$ cat src/rtl/aes_key_sched_ctrl.sv
`timescale 1ns/1ps
// ---------------------------------------------------------------------------
// aes_key_sched_ctrl
// Iterative AES-128 key scheduler and round-key store. Expands one round key
// per cycle from the previous one and serves registered round-key reads.
// Optional feature macro: AES_KEY_ZEROIZE_EN adds zeroize_i, which wipes the
// key store and rk_o and forces IDLE from any state.
//
//   state  | meaning
//   -------+-------------------------------------------------------------
//   IDLE   | no valid key schedule, ready to accept a cipher key
//   EXPAND | computing rk[1..10], one per cycle; new keys are not accepted
//   READY  | all 11 round keys valid; reads granted; a new key may be accepted
// ---------------------------------------------------------------------------
module aes_key_sched_ctrl #(
    parameter int TEXT_WIDTH = 128,
    parameter int NUM_ROUNDS = 10,
    parameter int IDX_WIDTH  = 4
) (
    input  logic                  clk_i,
    input  logic                  rst_ni,
    input  logic                  key_valid_i,
    output logic                  key_ready_o,
    input  logic [TEXT_WIDTH-1:0] key_i,
    input  logic                  rk_req_i,
    input  logic [IDX_WIDTH-1:0]  rk_idx_i,
    output logic [TEXT_WIDTH-1:0] rk_o,
    output logic                  rk_valid_o,
    output logic                  rk_err_o,
    output logic                  keys_ready_o,
    output logic                  busy_o
`ifdef AES_KEY_ZEROIZE_EN
    ,
    input  logic                  zeroize_i
`endif
);

    localparam logic [1:0] ST_IDLE   = 2'd0;
    localparam logic [1:0] ST_EXPAND = 2'd1;
    localparam logic [1:0] ST_READY  = 2'd2;

    localparam logic [IDX_WIDTH-1:0] LAST_IDX = IDX_WIDTH'(NUM_ROUNDS);

    // Forward AES S-box, entry 0 in the most significant byte.
    localparam logic [2047:0] SBOX_ROM = {
        128'h637c777bf26b6fc53001672bfed7ab76,
        128'hca82c97dfa5947f0add4a2af9ca472c0,
        128'hb7fd9326363ff7cc34a5e5f171d83115,
        128'h04c723c31896059a071280e2eb27b275,
        128'h09832c1a1b6e5aa0523bd6b329e32f84,
        128'h53d100ed20fcb15b6acbbe394a4c58cf,
        128'hd0efaafb434d338545f9027f503c9fa8,
        128'h51a3408f929d38f5bcb6da2110fff3d2,
        128'hcd0c13ec5f974417c4a77e3d645d1973,
        128'h60814fdc222a908846eeb814de5e0bdb,
        128'he0323a0a4906245cc2d3ac629195e479,
        128'he7c8376d8dd54ea96c56f4ea657aae08,
        128'hba78252e1ca6b4c6e8dd741f4bbd8b8a,
        128'h703eb5664803f60e613557b986c11d9e,
        128'he1f8981169d98e949b1e87e9ce5528df,
        128'h8ca1890dbfe6426841992d0fb054bb16
    };

    function automatic logic [7:0] sbox(input logic [7:0] b);
        return SBOX_ROM[8*(255-int'(b)) +: 8];
    endfunction

    function automatic logic [7:0] rcon(input logic [IDX_WIDTH-1:0] r);
        case (r)
            4'd1:    return 8'h01;
            4'd2:    return 8'h02;
            4'd3:    return 8'h04;
            4'd4:    return 8'h08;
            4'd5:    return 8'h10;
            4'd6:    return 8'h20;
            4'd7:    return 8'h40;
            4'd8:    return 8'h80;
            4'd9:    return 8'h1b;
            4'd10:   return 8'h36;
            default: return 8'h00;
        endcase
    endfunction

    logic [1:0]            state_q;
    logic [IDX_WIDTH-1:0]  ctr_q;
    logic [TEXT_WIDTH-1:0] work_q;
    logic [TEXT_WIDTH-1:0] rk_q [0:NUM_ROUNDS];
    logic [TEXT_WIDTH-1:0] next_key;
    logic [TEXT_WIDTH-1:0] rd_data;
    logic                  zero_req;
    logic                  key_accept;
    logic                  rd_grant;
    logic                  rd_reject;

`ifdef AES_KEY_ZEROIZE_EN
    assign zero_req = zeroize_i;
`else
    assign zero_req = 1'b0;
`endif

    assign key_ready_o  = (state_q != ST_EXPAND);
    assign busy_o       = (state_q == ST_EXPAND);
    assign keys_ready_o = (state_q == ST_READY);
    assign key_accept   = key_valid_i && key_ready_o && !zero_req;
    assign rd_grant     = rk_req_i && keys_ready_o && (rk_idx_i <= LAST_IDX) && !zero_req;
    assign rd_reject    = rk_req_i && !rd_grant;

    // One AES-128 expansion round from the most recently written round key.
    always_comb begin
        logic [31:0] w0, w1, w2, w3, t;
        w0 = work_q[127:96];
        w1 = work_q[95:64];
        w2 = work_q[63:32];
        w3 = work_q[31:0];
        t  = {sbox(w3[23:16]), sbox(w3[15:8]), sbox(w3[7:0]), sbox(w3[31:24])}
             ^ {rcon(ctr_q), 24'h0};
        next_key[127:96] = w0 ^ t;
        next_key[95:64]  = w1 ^ next_key[127:96];
        next_key[63:32]  = w2 ^ next_key[95:64];
        next_key[31:0]   = w3 ^ next_key[63:32];
    end

    // Read mux over the key store; only indices 0..NUM_ROUNDS exist.
    always_comb begin
        rd_data = '0;
        for (int i = 0; i <= NUM_ROUNDS; i++) begin
            if (rk_idx_i == IDX_WIDTH'(i)) rd_data = rk_q[i];
        end
    end

    // Sequencer: accept key, count expansion rounds, report completion.
    always_ff @(posedge clk_i or negedge rst_ni) begin
        if (!rst_ni) begin
            state_q <= ST_IDLE;
            ctr_q   <= '0;
        end else if (zero_req) begin
            state_q <= ST_IDLE;
            ctr_q   <= '0;
        end else begin
            case (state_q)
                ST_IDLE, ST_READY: begin
                    if (key_accept) begin
                        state_q <= ST_EXPAND;
                        ctr_q   <= IDX_WIDTH'(1);
                    end
                end
                ST_EXPAND: begin
                    if (ctr_q == LAST_IDX) begin
                        state_q <= ST_READY;
                        ctr_q   <= '0;
                    end else begin
                        ctr_q <= ctr_q + IDX_WIDTH'(1);
                    end
                end
                default: begin
                    state_q <= ST_IDLE;
                    ctr_q   <= '0;
                end
            endcase
        end
    end

    // Key store and working key; rk[0] on accept, rk[ctr] during expansion.
    always_ff @(posedge clk_i or negedge rst_ni) begin
        if (!rst_ni) begin
            work_q <= '0;
            for (int i = 0; i <= NUM_ROUNDS; i++) rk_q[i] <= '0;
        end else if (zero_req) begin
            work_q <= '0;
            for (int i = 0; i <= NUM_ROUNDS; i++) rk_q[i] <= '0;
        end else if (key_accept) begin
            work_q  <= key_i;
            rk_q[0] <= key_i;
        end else if (state_q == ST_EXPAND) begin
            work_q <= next_key;
            for (int i = 1; i <= NUM_ROUNDS; i++) begin
                if (ctr_q == IDX_WIDTH'(i)) rk_q[i] <= next_key;
            end
        end
    end

    // Registered read port; reads see the store before any same-edge write.
    always_ff @(posedge clk_i or negedge rst_ni) begin
        if (!rst_ni) begin
            rk_o       <= '0;
            rk_valid_o <= 1'b0;
            rk_err_o   <= 1'b0;
        end else begin
            rk_valid_o <= rd_grant;
            rk_err_o   <= rd_reject;
            if (zero_req)      rk_o <= '0;
            else if (rd_grant) rk_o <= rd_data;
        end
    end

endmodule

$ cat config.mk
export PLATFORM = sky130hd
export DESIGN_NAME = aes_key_sched_ctrl
export DESIGN_NICKNAME = d
export VERILOG_FILES = /design/src/rtl/aes_key_sched_ctrl.sv
export SDC_FILE = /design/constraint.sdc
export NUM_CORES = 2
export LEC_CHECK = 0
export ABC_AREA = 1
export BUFFER_PORTS_ARGS = -buffer_cell sky130_fd_sc_hd__buf_2
export CAP_MARGIN = 30
export CORE_ASPECT_RATIO = 2
export CORE_MARGIN = 2
export CORE_UTILIZATION = 45
export DETAILED_ROUTE_END_ITERATION = 12
export HOLD_SLACK_MARGIN = 0.03
export PLACE_DENSITY = 0.69
export SETUP_SLACK_MARGIN = 0.15
export SYNTH_ARGS = -nofsm -noshare
export SYNTH_HDL_FRONTEND = slang
export SYNTH_SLANG_ARGS = --single-unit
$ cat constraint.sdc
create_clock -name clk_i -period 4 [get_ports clk_i]
set_input_delay 0.4 -clock clk_i [delete_from_list [all_inputs] [get_ports clk_i]]
set_output_delay 0.4 -clock clk_i [all_outputs]
set_load 0.005 [all_outputs]
## After elaboration in Yosys (flattened, before gate mapping)

Memories as Yosys holds them, arrays and structs flattened.
Cells that the tools add are included.

| operators by class | value |
|---|---|
| add/sub/neg operators | 5 |
| $lt $le $gt $ge | 1 |
| eq/ne operators | 25 |
| shift operators | 4 |
| mux-type cells | 19 |
| bitwise gates (word level) | 6 |
| reduce and logical (&&, ||, !) cells | 20 |

Operators with widths:

| kind | number |
|---|---|
| 2048-bit by 12-bit variable part select with 8-bit output, first input constant | 4 |
| 128-bit 2-to-1 mux | 13 |
| 32-bit XOR | 5 |
| 8-bit by 8-bit subtractor with 9-bit output, first input constant | 4 |
| 4-bit by 3-bit == test with 1-bit output, second input constant | 8 |
| 3-bit AND reduction | 10 |
| 4-bit == test, second input constant | 6 |
| 4-bit by 2-bit == test with 1-bit output, second input constant | 4 |
| 4-bit by 1-bit == test with 1-bit output, second input constant | 2 |
| 4-bit 2-to-1 mux | 2 |
| 4-bit one-hot mux with 2 select lines | 1 |
| 4-bit by 1-bit adder with 4-bit output, second input constant | 1 |
| 4-bit <= comparator, second input constant | 1 |
| 1-bit logical AND | 4 |
| 4-bit zero test | 1 |
| 2-bit 2-to-1 mux | 2 |
| 2-bit by 1-bit inequality test with 1-bit output, second input constant | 2 |
| 2-bit one-hot mux with 2 select lines | 1 |
| 2-bit by 1-bit == test with 1-bit output, second input constant | 1 |
| 2-bit == test, second input constant | 1 |
| 2-bit zero test | 1 |
| 2-bit inequality test, second input constant | 1 |
| 2-bit AND reduction | 1 |
| 2-bit nonzero test | 1 |
| 3 further kinds | 3 |

| word-level totals | value |
|---|---|
| register bits | 1672 |
| ROM bits | 128 |
| input bits | 136 |
| output and inout bits | 133 |
| logic and storage cells | 98 |
| memories kept | 1 |

Memories:

| memory | words | width | rd ports | clocked after Yosys merged registers in | write ports | line | RTL |
|---|---|---|---|---|---|---|---|
| (name not given) | 16 | 8 | 1 | 0 | 0 | 69 | `case (r)` |

## Logic depth before layout (Yosys ltp)

| logic depth | value |
|---|---|
| depth after elaboration | 12 |
| mapped depth | 24 |
| gate-level depth less buffers | 23 |

## Worst setup path before layout

Ideal clock, no wire load.

| path | value |
|---|---|
| path kind | register to register |
| start | reg work_q[25] |
| end | reg rk_q[1153] (netlist name) |
| library setup time | 0.132 ns |
| data arrival time | 2.854 ns |
| data required time | 3.868 ns |
| setup slack | 1.014 ns |
| stages on the path, launching flop included | 22 |
| buffers on the path | 2 |
| period minus slack after synthesis | 2.986 ns |
| cell sequence | dfrtp_1 > buf_2 > inv_2 > ha_1 > nand2_2 > nand2_1 > inv_1 > nand2_1 > nand3_1 > nand3_1 > nand3_1 > nand3_1 > nand2_1 > nand2_1 > nand3_4 > nand2_4 > nand2_4 > nand2_2 > nand2_1 > buf_2 > nand3_1 > o21ai_0 |

| on the way | value |
|---|---|
| word-level cells in the longest chain between the ends | 7 |

RTL lines:

| element | line | RTL |
|---|---|---|
| start, declared | 86 | `logic [TEXT_WIDTH-1:0] work_q;` |
| start signal, assigned | 172 | `work_q <= key_i;` |
| start signal, assigned | 175 | `work_q <= next_key;` |
| 8-bit by 8-bit subtractor with 9-bit output | 65 | `return SBOX_ROM[8*(255-int'(b)) +: 8];` |
| 2048-bit by 12-bit variable part select with 8-bit output | 65 |  |
| 32-bit XOR | 116 | `^ {rcon(ctr_q), 24'h0};` |
| 32-bit XOR | 117 | `next_key[127:96] = w0 ^ t;` |
| 32-bit XOR | 118 | `next_key[95:64] = w1 ^ next_key[127:96];` |
| 32-bit XOR | 119 | `next_key[63:32] = w2 ^ next_key[95:64];` |
| 32-bit XOR | 120 | `next_key[31:0] = w3 ^ next_key[63:32];` |
| end signal, assigned by index | 177 | `if (ctr_q == IDX_WIDTH'(i)) rk_q[i] <= next_key;` |
| end, declared | 87 | `logic [TEXT_WIDTH-1:0] rk_q [0:NUM_ROUNDS];` |

Every way passes these cells.
A chain may end at the register's enable or synchronous reset.

## Worst setup path after layout

| path | value |
|---|---|
| start | reg work_q[24] |
| end | reg work_q[4] |

| on the way | value |
|---|---|
| word-level cells in the longest chain between the ends | 9 |

RTL lines:

| element | line | RTL |
|---|---|---|
| 8-bit by 8-bit subtractor with 9-bit output | 65 |  |
| 2048-bit by 12-bit variable part select with 8-bit output | 65 |  |
| 32-bit XOR | 116 |  |
| 32-bit XOR | 117 |  |
| 32-bit XOR | 118 |  |
| 32-bit XOR | 119 |  |
| 32-bit XOR | 120 |  |
| 128-bit 2-to-1 mux | 174 | `end else if (state_q == ST_EXPAND) begin` |
| 128-bit 2-to-1 mux | 171 | `end else if (key_accept) begin` |

Every way passes these cells. The select of a mux whose other input is x is not followed.

==> results.toml <==
[power]
cellLeakagePower_nw = 48.4
ir_drop_uv = 506
power_density_nw_per_um2 = 1060

[synthesis]
synth_top_flop_cell = "dfrtp_1"
yosys.cell_types.count = 48
synth.area.top_cells = "dfrtp_1, nand2_1, nand3_1, o21ai_0, nor2_1"
synth_cells = 11300
synth_edf_count = 0
synth_compound_area_share_pct = 14.7
avgSynthCellArea_um2 = 7.72
seq_area_frac_synth_pct = 48.0
synth-warning-count = 0
synth_top_family_by_area = "simple AND/OR/NAND/NOR gates"
synthAdderAreaFrac_pct = 0.927
synthesis.nets = 11500
synthSimpleGateAreaFrac_pct = 28.4
synth-xor-area-share_pct = 0.0904
ys_seq_elements = 1672
syn-cell-area_um2 = 87200
yosys.area.top_type = "dfrtp_1"
yosys.area.top_type_share_pct = 48.0
synth-async-reset-ratio_pct = 100
synth.area.mux_share_pct = 0

[layout]
seqCellArea_um2 = 41800
final_nets = 11900
multi_input_area_um2 = 38900
drive_gt1_share_pct = 13.7
fillers = 18600
syn2layout_area_growth_pct = 16.7
fin_cells = 14400
fin_area_um2 = 102000

[critical_path]
start_kind = "flop"
critPathArrivalTime_ns = 4.62
worstSetupPathType = "reg -> reg"
critPathRequiredTime_ns = 4.74
rrSetupSlack_ns = 0.13
cp_max_fo = 11
worstSetupEndpointType = "flop"
r2r_cells = 18

[placed_design]
hpwl_mm = 301
io_buffer_count = 268
globalplace.congestion = 1.07
dp.cells = 14000
dpl_cell_area_um2 = 94800

[cts]
cts_tree = "built"
clock-root-buffer = "clkbuf_16"
clk-insertion-delay-late_ns = 0.85
htree_levels = 4
clock_path_buffers = 4
clock_sinks = 1672
cts.clk_slew.worst_paths_ns = 0.07
numCtsBuffers = 161

[floorplanning]
die-area_um2 = 198000
die_h_um = 627
core_area_um2 = 193000
rows = 228
die_w_um = 315
io-pin-count = 269
start_util_pct = 45.2

[global_route]
use_met2_pct = 69.6
grtUsageMet3_pct = 9.91
grt_util_met1_pct = 46.1
grt_pass1_vias = 88700
grt_overflow = 0
grt_start_max_net_pins = 168
grt_busiest_layer = "met2"
antenna_found_initial = 34
grt_pass1_wl_mm = 623
gr-usage-all-layers_pct = 43.8

[timing]
fmax_ghz = 0.258
tightest_slew_ns = 1.05
setup_viol = 0
finalCritPeriodShare_pct = 96.9
fin_worst_skew_ns = 0.0564
rsz0062_at_grt = "true"
min_period_ns = 3.87
hold_violations = 0
slew_viol_final = 0
whs_ns = 0.101
timing.slew.headroom_pct = 29.6

[hold_path]
hold_path.class = "in -> async"

[route]
drtPass1Iterations = 9
drt_wl_total_mm = 438
drc = 0
drt_iter0_drc = 10700
num_vias = 89800
avgViaCountPerCell = 6.24
drt-wirelength-per-cell_um = 30.4
antenna_left = 0

[flow_run]
max_cap_viol_count = 0

[outcome]
outcome = "finished clean"
[synthesized netlist by cell type (all sizes together) (95+ instances only)]
library cell / instances
inv: 865
a21oi: 338
nand2: 3196
nor3: 107
a31oi: 439
nor2: 887
o21ai: 1170
o2111ai: 95
nand3: 1381
o221ai: 107
buf: 300
clkbuf: 482
dfrtp: 1672
[layout make-up]
cell class | count | area share [%]
Antenna cell | 12 | 0.0295
Clock buffer | 231 | 4.65
Clock inverter | 45 | 0.637
Inverter | 876 | 3.29
Multi-Input combinational cell | 7960 | 38.2
Sequential cell | 1672 | 41.1
Tap cell | 2530 | 3.11
Timing Repair Buffer | 1060 | 8.94
[flip-flops by register name, indices dropped and copies added (netlist names)]
name        flops
rk_q         1408
rk_o          128
work_q        128
ctr_q           4
state_q         2
rk_err_o        1
rk_valid_o      1
[cells in the final DEF (no fill, tap or decap), drive strengths merged, types with 44 or more instances in the layout]
cell / count
a21oi: 338
a31oi: 439
buf: 938
clkbuf: 231
dfrtp: 1672
dlygate4sd3: 122
ha: 63
inv: 870
nand2: 3196
nand3: 1381
nor2: 887
nor3: 107
o2111ai: 95
o211ai: 44
o21ai: 1170
o221ai: 107
[stage by stage]
stage | total power, mW | worst slack [ns] | utilization, % | TNS [ns]
after floorplan | 61.6 | 1.01 | - | 0
after global placement | 88.1 | -0.0620 | 49.1 | -0.193
after detailed placement | 89.0 | -0.124 | 49.1 | -1.00
after CTS | 105 | 0.162 | 52.6 | 0
after global routing | 113 | 0.0503 | 52.7 | 0
final | 108 | 0.126 | 52.8 | 0
[what timing repair did]
| item | in CTS | in global routing |
|---|---|---|
| endpoints found under the setup margin | 48 | 379 |
| hold buffers | 122 | 0 |
| endpoints found under the hold margin | 679 | 0 |
| setup buffers | 0 | 3 |
| pin swaps | 0 | 2 |
| gates resized for setup | 9 | 60 |
[final timing paths]
check,from,endpoint
worst max-delay path,work_q[24]$_DFFE_PN0P_,work_q[4]$_DFFE_PN0P_
min in group clk_i,key_i[81],rk_q[1361]$_DFFE_PN0P_
worst max register to register,work_q[24]$_DFFE_PN0P_,work_q[4]$_DFFE_PN0P_
worst min-delay path,rst_ni,rk_o[73]$_DFFE_PN0P_
max in group asynchronous,rst_ni,rk_q[1220]$_DFFE_PN0P_
worst min register to register,rk_o[126]$_DFFE_PN0P_,rk_o[126]$_DFFE_PN0P_
[worst max-delay path, stage by stage, from the launching register on]
cell and delay, ns:
dfrtp_1 0.45, inv_2 0.09, buf_4 0.18, ha_1 0.26
inv_1 0.24, a21oi_4 0.42, buf_4 0.19, nand3b_1 0.12
nand3_1 0.10, nand3_1 0.16, nand3_1 0.14, nand3_1 0.24
nand3_4 0.28, nand2_4 0.21, nand2_1 0.10, nand3_1 0.15
buf_12 0.16, nand3_1 0.07, a21oi_1 0.23
[where the power goes]
part	leakage [nW]	internal, mW	switching (mW)	total [mW]
Combinational	24.9	18.9	44.6	63.5
Clock	2.63	9.14	7.03	16.2
Sequential	20.8	24.4	4.08	28.5
Total	48.4	52.4	55.7	108
[metal layers]
metal | wire (µm) | up-vias
li1 | - | 38300
met1 | 140000 | 43200
met2 | 200000 | 6055
met3 | 40900 | 2225
met4 | 56900 | 20
met5 | 125 | -
[cell families (layout without fill, tap and decap cells)]
family | count (synthesis) | in the layout
AND/OR/NAND/NOR | 5641 | 5641
AO/OA/AOI/OAI | 2246 | 2246
other | 0 | 12
flip-flops | 1672 | 1672
XOR/XNOR | 9 | 9
buffers and inverters | 1658 | 2212
adder cells (fa/ha/maj) | 64 | 64
Note: power is estimated with default switching activity, not from simulation.
